<file path="config.mk">
export PLATFORM = sky130hd
export DESIGN_NAME = alu_arbiter
export DESIGN_NICKNAME = d
export VERILOG_FILES = /design/src/rtl/alu_arbiter_pkg.sv /design/src/rtl/alu_arbiter_alu.sv /design/src/rtl/alu_arbiter.sv
export SDC_FILE = /design/constraint.sdc
export NUM_CORES = 1
export LEC_CHECK = 0
export BUFFER_PORTS_ARGS = -buffer_cell sky130_fd_sc_hd__buf_2
export CORE_MARGIN = 3
export CORE_UTILIZATION = 49
export DETAILED_ROUTE_END_ITERATION = 16
export GPL_TIMING_DRIVEN = 0
export HOLD_SLACK_MARGIN = 0.08
export PLACE_DENSITY = 0.76
export SLEW_MARGIN = 10
export SYNTH_ARGS = -nofsm -noshare
export SYNTH_HDL_FRONTEND = slang
export SYNTH_HIERARCHICAL = 1
export SYNTH_SLANG_ARGS = --single-unit
export TNS_END_PERCENT = 30
</file>
<file path="constraint.sdc">
create_clock -name clock -period 2.9 [get_ports clock]
set_input_delay 0 -clock clock [delete_from_list [all_inputs] [get_ports clock]]
set_output_delay 0 -clock clock [all_outputs]
set_load 0.01 [all_outputs]
</file>
<file path="src/rtl/alu_arbiter_pkg.sv">
// alu_arbiter_pkg: ALU function codes and arbiter FSM state constants shared by the arbiter and its ALU.
package alu_arbiter_pkg;
    localparam logic [2:0] ALU_INC    = 3'd0;
    localparam logic [2:0] ALU_ADD_FA = 3'd1;
    localparam logic [2:0] ALU_ADD    = 3'd2;
    localparam logic [2:0] ALU_XOR_OR = 3'd3;
    localparam logic [2:0] ALU_ANY    = 3'd4;
    localparam logic [2:0] ALU_CONCAT = 3'd5;
    localparam logic [1:0] ARB_IDLE   = 2'd0;
    localparam logic [1:0] ARB_EXEC   = 2'd1;
    localparam logic [1:0] ARB_DONE   = 2'd2;
    function automatic logic [1:0] onehot(input logic w);
        return w ? 2'b10 : 2'b01;
    endfunction
endpackage

</file>
<file path="src/rtl/alu_arbiter_alu.sv">
// alu: 4-bit combinational ALU built on a ripple adder of mux-based full adders.
module mux2to1 (
    input  logic x,
    input  logic y,
    input  logic s,
    output logic m
);
    assign m = s ? y : x;
endmodule

module fa (
    input  logic a,
    input  logic b,
    input  logic ci,
    output logic s,
    output logic co
);
    logic p;
    assign p = a ^ b;
    assign s = p ^ ci;
    // propagate passes the incoming carry, otherwise both bits agree and b is the carry
    mux2to1 u_mux (.x(b), .y(ci), .s(p), .m(co));
endmodule

module four_bit_adder (
    input  logic [3:0] a,
    input  logic [3:0] b,
    input  logic       ci,
    output logic [3:0] s,
    output logic       co
);
    logic [4:0] c;
    assign c[0] = ci;
    assign co   = c[4];
    for (genvar i = 0; i < 4; i++) begin : g_fa
        fa u_fa (.a(a[i]), .b(b[i]), .ci(c[i]), .s(s[i]), .co(c[i+1]));
    end
endmodule

module alu
    import alu_arbiter_pkg::*;
(
    input  logic [3:0] a,
    input  logic [3:0] b,
    input  logic [2:0] func,
    output logic [7:0] out
);
    logic [3:0] sum;
    logic       co;
    logic [3:0] addend;
    assign addend = func == ALU_INC ? 4'd1 : b;
    four_bit_adder u_add (.a(a), .b(addend), .ci(1'b0), .s(sum), .co(co));
    assign out = func == ALU_INC || func == ALU_ADD_FA ? {co, 3'b000, sum} :
                 func == ALU_ADD    ? {4'b0000, sum} :
                 func == ALU_XOR_OR ? {a | b, a ^ b} :
                 func == ALU_ANY    ? {7'd0, |(a | b)} :
                 func == ALU_CONCAT ? {a, b} : 8'h00;
endmodule

</file>
<file path="src/rtl/alu_arbiter.sv">
// alu_arbiter: shares one alu between two requesters through a 3-state capture/execute/done FSM.
// Define ALU_ARB_FIXED_PRIO_EN for fixed priority (requester 0 wins ties); default is round-robin.
module alu_arbiter
    import alu_arbiter_pkg::*;
(
    input  logic       clock,
    input  logic       resetn,
    input  logic [1:0] req,
    input  logic [2:0] func0,
    input  logic [3:0] a0,
    input  logic [3:0] b0,
    input  logic [2:0] func1,
    input  logic [3:0] a1,
    input  logic [3:0] b1,
    output logic [1:0] gnt,
    output logic [1:0] done,
    output logic [7:0] result,
    output logic       busy
);
    logic [1:0] state;
    logic [2:0] op_func;
    logic [3:0] op_a;
    logic [3:0] op_b;
    logic       owner;
    logic       win;
    logic [7:0] alu_out;

`ifdef ALU_ARB_FIXED_PRIO_EN
    assign win = ~req[0];
`else
    logic last;
    assign win = &req ? ~last : req[1];
    always_ff @(posedge clock or negedge resetn)
        if (!resetn) last <= 1'b1;
        else if (state == ARB_IDLE && |req) last <= win;
`endif

    assign busy = state != ARB_IDLE;

    always_ff @(posedge clock or negedge resetn) begin
        if (!resetn) begin
            state   <= ARB_IDLE;
            gnt     <= 2'b00;
            done    <= 2'b00;
            result  <= 8'h00;
            op_func <= 3'd0;
            op_a    <= 4'd0;
            op_b    <= 4'd0;
            owner   <= 1'b0;
        end else if (state == ARB_IDLE) begin
            if (|req) begin
                op_func <= win ? func1 : func0;
                op_a    <= win ? a1 : a0;
                op_b    <= win ? b1 : b0;
                owner   <= win;
                gnt     <= onehot(win);
                state   <= ARB_EXEC;
            end
        end else if (state == ARB_EXEC) begin
            result <= alu_out;
            done   <= onehot(owner);
            gnt    <= 2'b00;
            state  <= ARB_DONE;
        end else begin
            done  <= 2'b00;
            state <= ARB_IDLE;
        end
    end

    alu u_alu (.a(op_a), .b(op_b), .func(op_func), .out(alu_out));
endmodule

</file>
==> results of run 1 <==
-- worst max-delay path, delay by kind of cell, from the launching register on --
| kind | cells | cell delay [ns] |
|---|---|---|
| mux | 5 | 1.35 |
| simple gates | 3 | 0.46 |
| flops | 1 | 0.40 |
| compound gates | 2 | 0.27 |
| xor+xnor | 1 | 0.18 |
| buf+inv | 1 | 0.13 |
-- cell usage in the layout, fill, tap and decap left out, drive strengths merged, types with 3 or more instances in the layout --
cell / n
ha: 4
a21oi: 18
clkbuf: 3
xor3: 4
nand2: 24
a31oi: 16
o22ai: 5
dfrtp: 26
and3: 3
dlygate4sd3: 25
nor2b: 5
xor2: 4
mux2: 12
mux2i: 4
buf: 55
inv: 10
nor2: 12
-- power groups by stage --
| stage | Sequential (mW) | Combinational, mW | Clock, mW |
|---|---|---|---|
| after detailed placement | 0.743 | 1.84 | 0 |
| after floorplan | 0.730 | 1.48 | 0 |
| final | 0.738 | 2.18 | 0.211 |
| after CTS | 0.738 | 2.16 | 0.216 |
| after global routing | 0.770 | 2.39 | 0.230 |
| after global placement | 0.739 | 1.80 | 0 |
-- sequential cells by signal, indices dropped and copies added, names as in the netlist --
signal   cells
last         1
result       8
owner        1
op_func      3
state        2
op_a         4
gnt          2
op_b         4
done         2
-- area by class of cell --
cell class / instances / area [µm²]
plain buffers: 10 / 105.1
clock buffers: 3 / 41.29
fillers: 270 / 1018
clock inverters: 1 / 5.005
flip-flops and latches: 27 / 678.2
repair buffers: 70 / 493.0
well taps: 46 / 57.56
multi-input cells: 128 / 1012
inverters: 11 / 57.56
-- logic make-up after synthesis --
| kind of cell | share of synthesized area (%) |
|---|---|
| XOR/XNOR | 7.094 |
| adder cells (fa/ha/maj) | 2.729 |
| multiplexers | 12.01 |
| AND/OR/NAND/NOR | 16.44 |
| other | 0.2044 |
| AO/OA/AOI/OAI | 15.76 |
| flip-flops | 36.90 |
| buffers and inverters | 8.867 |
-- metrics by stage --
| stage | cell area [µm²] | hold WS, ns | utilization, % | TNS, ns | instances |
|---|---|---|---|---|---|
| finish | 2450 | 0.1883 | 70.63 | -0.02196 | 296 |
| global route | 2450 | 0.2172 | 70.63 | -0.2193 | 296 |
| CTS | 2450 | 0.1854 | 70.63 | -0.008716 | 296 |
| detailed placement | 2086 | 0.05507 | 60.14 | -0.3841 | 260 |
| global placement | 2086 | 0.04757 | 60.14 | -0.2323 | 260 |
| floorplan | 1838 | -0.2956 | - | 0 | 176 |
-- path summary, 6_finish.rpt --
check                            from    endpoint  slack [ns]  cells past startpoint
max                        op_func[2]   result[7]       -0.02                     12
max reg2reg                op_func[2]   result[7]       -0.02                     12
min in group asynchronous      resetn   result[5]        0.26                      2
max in group asynchronous      resetn  op_func[1]        2.22                      2
min                            req[1]      gnt[1]        0.19                      4
min reg2reg                 result[1]   result[1]        0.51                      1
-- metal layers --
metal,global-route usage (%),up-vias
met2,41.60,51
met3,3.827,6
met5,0,-
met4,3.797,0
li1,-,762
met1,27.37,738
-- what timing repair did --
item                                    4_1_cts  5_1_grt
endpoints found under the hold margin        38        0
hold buffers                                 25        0
pin swaps                                     3        2
resized for setup                             3        0
endpoints found under the setup margin        2        2
setup buffers                                 7        0
==> impl_results.md, run 1 <==
- Status: complete, but fails checks
- Setup slack at placement: -0.1923 ns
- Skew final: 0.004843 ns
- Drt pass-1 iters: 4
- Count leader, synth: dfrtp_1
- Via density: 5.260
- Unrepaired setup endpoints after global routing: true
- Final worst slack: -0.02196 ns
- Critical Path RT: 3.06 ns
- Port buffer count: 38
- Per-cell routed wire length: 14.88 µm
- EDFF count, synth: 0
- Worst-path clk slew: 0.09 ns
- CP max stage delay: 0.40 ns
- TritonCTS clock tree: built
- Met3 WL: 239 µm
- Peak Freq: 342.2 MHz
- Vias in the first global route: 1,558
- Initial antenna violation count: 0
- Cell count after synthesis: 175
- Share of cells above drive strength 1: 36.40%
- Initial Utilization: 52.89%
- Area growth from synthesis to layout: 33.56%
- Synth warn: 6
- Crit-path slowest cell: dfrtp_1
- PD cells: 1277 nW/µm²
- Number of inserted diodes: 0
- Seq pwr share: 23.6%
- Fin crit period: 2.922 ns
- Leakage: 1.224 nW
- Synth cell types: 42
- Critical-path cell list: buf_6 -> nor3_4 -> or2_1 -> xor2_1 -> mux2_4 -> mux2_4 -> mux2_4 -> mux2_4 -> nor2b_1 -> a31oi_1 -> o32ai_2 -> mux2_4
- Asr flop ratio synth: 100.0%
- Clk Latency, worst-skew pair: 0.27 ns
- GR Util All Layers: 22.40%
- Prevailing post-synth register cell: dfrtp_1
- Clock network power share: 6.8%
- Worst-Margin Slew: 0.5923 ns
- Data arrival, critical path: 3.08 ns
- HP Class: input pin to flip-flop
- TritonCTS sink count: 27
- Worst setup path class: flip-flop to flip-flop
- Area contributors post-synth: dfrtp_1 (35%), mux2_4 (9.8%), a31oi_1 (5.5%)
- Syn_area_per_cell: 10.48 µm²
- Max cap viols: 0
- Clock buffer count from CTS: 3
- Die Y: 67.19 µm
- First-pass GRT wire length: 7590 µm
- Final nets: 281
- Internal power: 1.940 mW
- Top sig layer: met4
- Met1 wire length: 1798 µm
- Initial DRC count: 56
- Cell mode on critical path: mux2_4
- Vias: 1,557
- HPWL Detailed: 2930 µm
- Yosys top cell area share: 35.47%
- Met2 Wirelength: 2330 µm
- Core Box Area: 3468 µm²
- Cell taking the most area after synthesis: dfrtp_1
- Final Cycle Share: 100.8%
- Tot Pwr: 3.128 mW
- Worst setup SP type: flip-flop
- Top cells by count, synth: dfrtp_1 (26), nand2_1 (23), a21oi_1 (16), a31oi_1 (16), mux2_4 (12)
- CTS H-tree depth: 1
- Final hold vios: 0
- Sequential fraction of the synthesis area: 36.90%
- Sw frac: 37.99%
- Pin count of the biggest net entering global routing: 28
- FP Rows: 21
- GPL Wtd Cong: 0.8457
- Antenna viol nets, final: 0
- Die Width: 67.19 µm
- Net Sw Power: 1.188 mW
- Die ar.: 4514 µm²
- CTS Root Cell: clkbuf_8
- Clock buffer depth: 2
- Setup crit end kind: flip-flop
- IR drop worst, VDD: 0.5906 mV
- Flops & latches, synth: 27
- Violated checks: negative setup slack
- Final setup vio count: 1
- Slew Viols, Final: 0
- GR Overflow Total: 0
- CP max FO: 2
- # DRC: 0
- Netlist Area Pre-Place: 1834 µm²
- Total Wirelength: 4405 µm
- Num ports: 39
- Combinational share of power: 69.6%
- Worst slew margin: 60.51%
No activity file was read; power rests on OpenSTA's default activity.
==> run 2: changes to the inputs <==
--- a/config.mk
+++ b/config.mk
@@ -6,7 +6,7 @@
 export NUM_CORES = 1
 export LEC_CHECK = 0
 export BUFFER_PORTS_ARGS = -buffer_cell sky130_fd_sc_hd__buf_2
-export CORE_MARGIN = 3
+export CORE_MARGIN = 2
 export CORE_UTILIZATION = 49
 export DETAILED_ROUTE_END_ITERATION = 16
 export GPL_TIMING_DRIVEN = 0
==> impl_results.md, run 2 (synthesis results as in run 1) <==
- Vias in the first global route: 1,659 (+6.5%)
- Initial antenna violation count: 0 (unchanged)
- Num ports: 39 (unchanged)
- Critical Path RT: 3.07 ns (about the same)
- Crit-path slowest cell: dfrtp_2
- CTS Root Cell: clkbuf_8
- Final setup vio count: 0 (-1)
- Net Sw Power: 1.199 mW (+0.93%)
- PD cells: 1275 nW/µm² (-0.13%)
- Drt pass-1 iters: 4 (unchanged)
- Total Wirelength: 4364 µm (-0.93%)
- Clk Latency, worst-skew pair: 0.27 ns (about the same)
- Seq pwr share: 24.0% (+0.4 points)
- HPWL Detailed: 2883 µm (-1.6%)
- Status: finished, final reports clean
- Share of cells above drive strength 1: 37.35% (+0.95 points)
- Max cap viols: 0 (unchanged)
- Leakage: 1.214 nW (-0.77%)
- Per-cell routed wire length: 14.69 µm (-1.3%)
- CTS H-tree depth: 1 (unchanged)
- CP max stage delay: 0.45 ns (+0.05 ns)
- Clock network power share: 7.1% (+0.3 points)
- Vias: 1,585 (+1.8%)
- Biggest register: result
- Die Y: 65.19 µm (-3.0%)
- Data arrival, critical path: 3.00 ns (-0.08 ns)
- Peak Freq: 352.7 MHz (+3.1%)
- Setup slack at placement: -0.2148 ns (-0.02252 ns)
- Final nets: 280 (-0.36%)
- CP max FO: 4 (+2)
- Final worst slack: 0.06489 ns (+0.08685 ns)
- Worst slew margin: 59.26% (-1.3 points)
- GPL Wtd Cong: 0.7992 (-5.5%)
- Critical-path cell list: nor3_4 -> or2_4 -> xor2_2 -> mux2_4 -> mux2_4 -> mux2_4 -> mux2_4 -> nor2b_1 -> a31oi_1 -> o32ai_2 -> mux2_4
- Post-layout util: 67.46% (-3.2 points)
- Die ar.: 4249 µm² (-5.9%)
- Setup crit end kind: flip-flop
- Sw frac: 38.37% (+0.38 points)
- Clock buffer count from CTS: 3 (unchanged)
- Worst-path clk slew: 0.10 ns (about the same)
- Die Width: 65.19 µm (-3.0%)
- Skew final: 0.0009602 ns (-0.003883 ns)
- TritonCTS clock tree: built
- GR Util All Layers: 22.69% (+0.28 points)
- # DRC: 0 (unchanged)
- TritonCTS sink count: 27 (unchanged)
- Combinational share of power: 68.9% (-0.7 points)
- Fin crit period: 2.835 ns (-0.08685 ns)
- Worst setup path class: flip-flop to flip-flop
- HP Class: input pin to flip-flop
- Post-DP Area: 2088 µm² (+0.12%)
- Initial DRC count: 70 (+25%)
- Internal power: 1.926 mW (-0.69%)
- Filler instances: 301 (+11%)
- R2r setup slk: 0.06 ns (+0.09 ns)
- Largest register FFs: 8 (unchanged)
- Worst setup SP type: flip-flop
- FP Rows: 22 (+4.8%)
- Unrepaired setup endpoints after global routing: true
- IR drop worst, VDD: 0.6273 mV (+6.2%)
- Port buffer count: 38 (unchanged)
- Antenna viol nets, final: 0 (unchanged)
- Final hold vios: 0 (unchanged)
- Most common cell after layout, fill and taps aside: buf_2
- Final Cycle Share: 97.76% (-3.0 points)
- Largest regs: result x8, op_a x4, op_b x4
- GR Overflow Total: 0 (unchanged)
- Multi-input logic area: 1022 µm² (+0.99%)
- Worst-Margin Slew: 0.6112 ns (+0.01883 ns)
- Most frequent cells in the layout: buf_2 (40), dlygate4sd3_1 (25), dfrtp_1 (24)
- Core Box Area: 3633 µm² (+4.8%)
- Number of inserted diodes: 0 (unchanged)
- Initial Utilization: 50.48% (-2.4 points)
- First-pass GRT wire length: 7479 µm (-1.5%)
- Cell mode on critical path: mux2_4
- Area growth from synthesis to layout: 33.63% (about the same)
- Storage element area: 679.4 µm² (+0.18%)
- Via density: 5.337 (+1.5%)
- Clock buffer depth: 2 (unchanged)
- Design area: 2451 µm² (about the same)
- Pin count of the biggest net entering global routing: 28 (unchanged)
- Slew Viols, Final: 0 (unchanged)
## run 2: cell count changes in the layout (fill, tap and decap cells not counted), sizes merged
cell and delta:
buf -1, clkinv -1, clkinvlp +1
## run 2: final cells by class
| cell class | instances | area share, % |
|---|---|---|
| Multi-Input combinational cell | 128 | 41.70 |
| Sequential cell | 27 | 27.72 |
| Timing Repair Buffer | 71 | 20.42 |
| Buffer | 8 | 3.369 |
| Tap cell | 48 | 2.450 |
| Inverter | 11 | 2.348 |
| Clock buffer | 3 | 1.685 |
| Clock inverter | 1 | 0.3063 |
## run 2: critical path, delay by kind of cell, from the launching register on
| family | cells | cell delay, ns |
|---|---|---|
| and+or+nand+nor | 3 | 0.49 |
| muxes | 5 | 1.37 |
| xor gates and xnor gates | 1 | 0.15 |
| AOI/OAI and AO/OA | 2 | 0.28 |
| DFF | 1 | 0.45 |
## run 2: what timing repair did
item,4_1_cts,5_1_grt
setup endpoints to repair,2,2
gates resized for setup,2,4
pin swaps,4,3
cloned,0,0
endpoints found under the hold margin,38,0
hold buffers,25,0
buffers inserted,7,1
## run 2: worst paths after layout
kind | depth (start not counted) | startpoint | end
worst max register to register | 11 | op_func[1] | result[7]
worst min-delay path | 4 | req[1] | gnt[1]
worst max-delay path | 11 | op_func[1] | result[7]
max in group asynchronous | 2 | resetn | op_func[1]
worst min register to register | 1 | result[4] | result[4]
min in group asynchronous | 2 | resetn | op_a[2]
## run 2: power by group through the flow
stage / sequential (mW) / combinational [mW] / clock (mW)
after floorplan: 0.730 / 1.48 / 0
after global placement: 0.740 / 1.80 / 0
after detailed placement: 0.741 / 1.85 / 0
after CTS: 0.736 / 2.15 / 0.228
after global routing: 0.779 / 2.34 / 0.242
final: 0.751 / 2.15 / 0.221
## run 2: per-layer routing
layer  share of wire [%]  wire length (µm)  GRT usage, %
met5                   0                 0             0
met4                 1.5                65         7.031
met3                 4.2               183         2.568
met2                  51              2239         41.20
met1                  43              1876         28.05
## run 2: stage by stage
stage	std cells	hold slack, ns	TNS (ns)	power [mW]
floorplan	176	-0.2956	0	2.215
finish	297	0.1926	0	3.125
global placement	262	0.04551	-0.2615	2.542
global route	297	0.1907	-0.03152	3.365
detailed placement	262	0.05439	-0.4218	2.590
CTS	298	0.1760	-0.03245	3.118
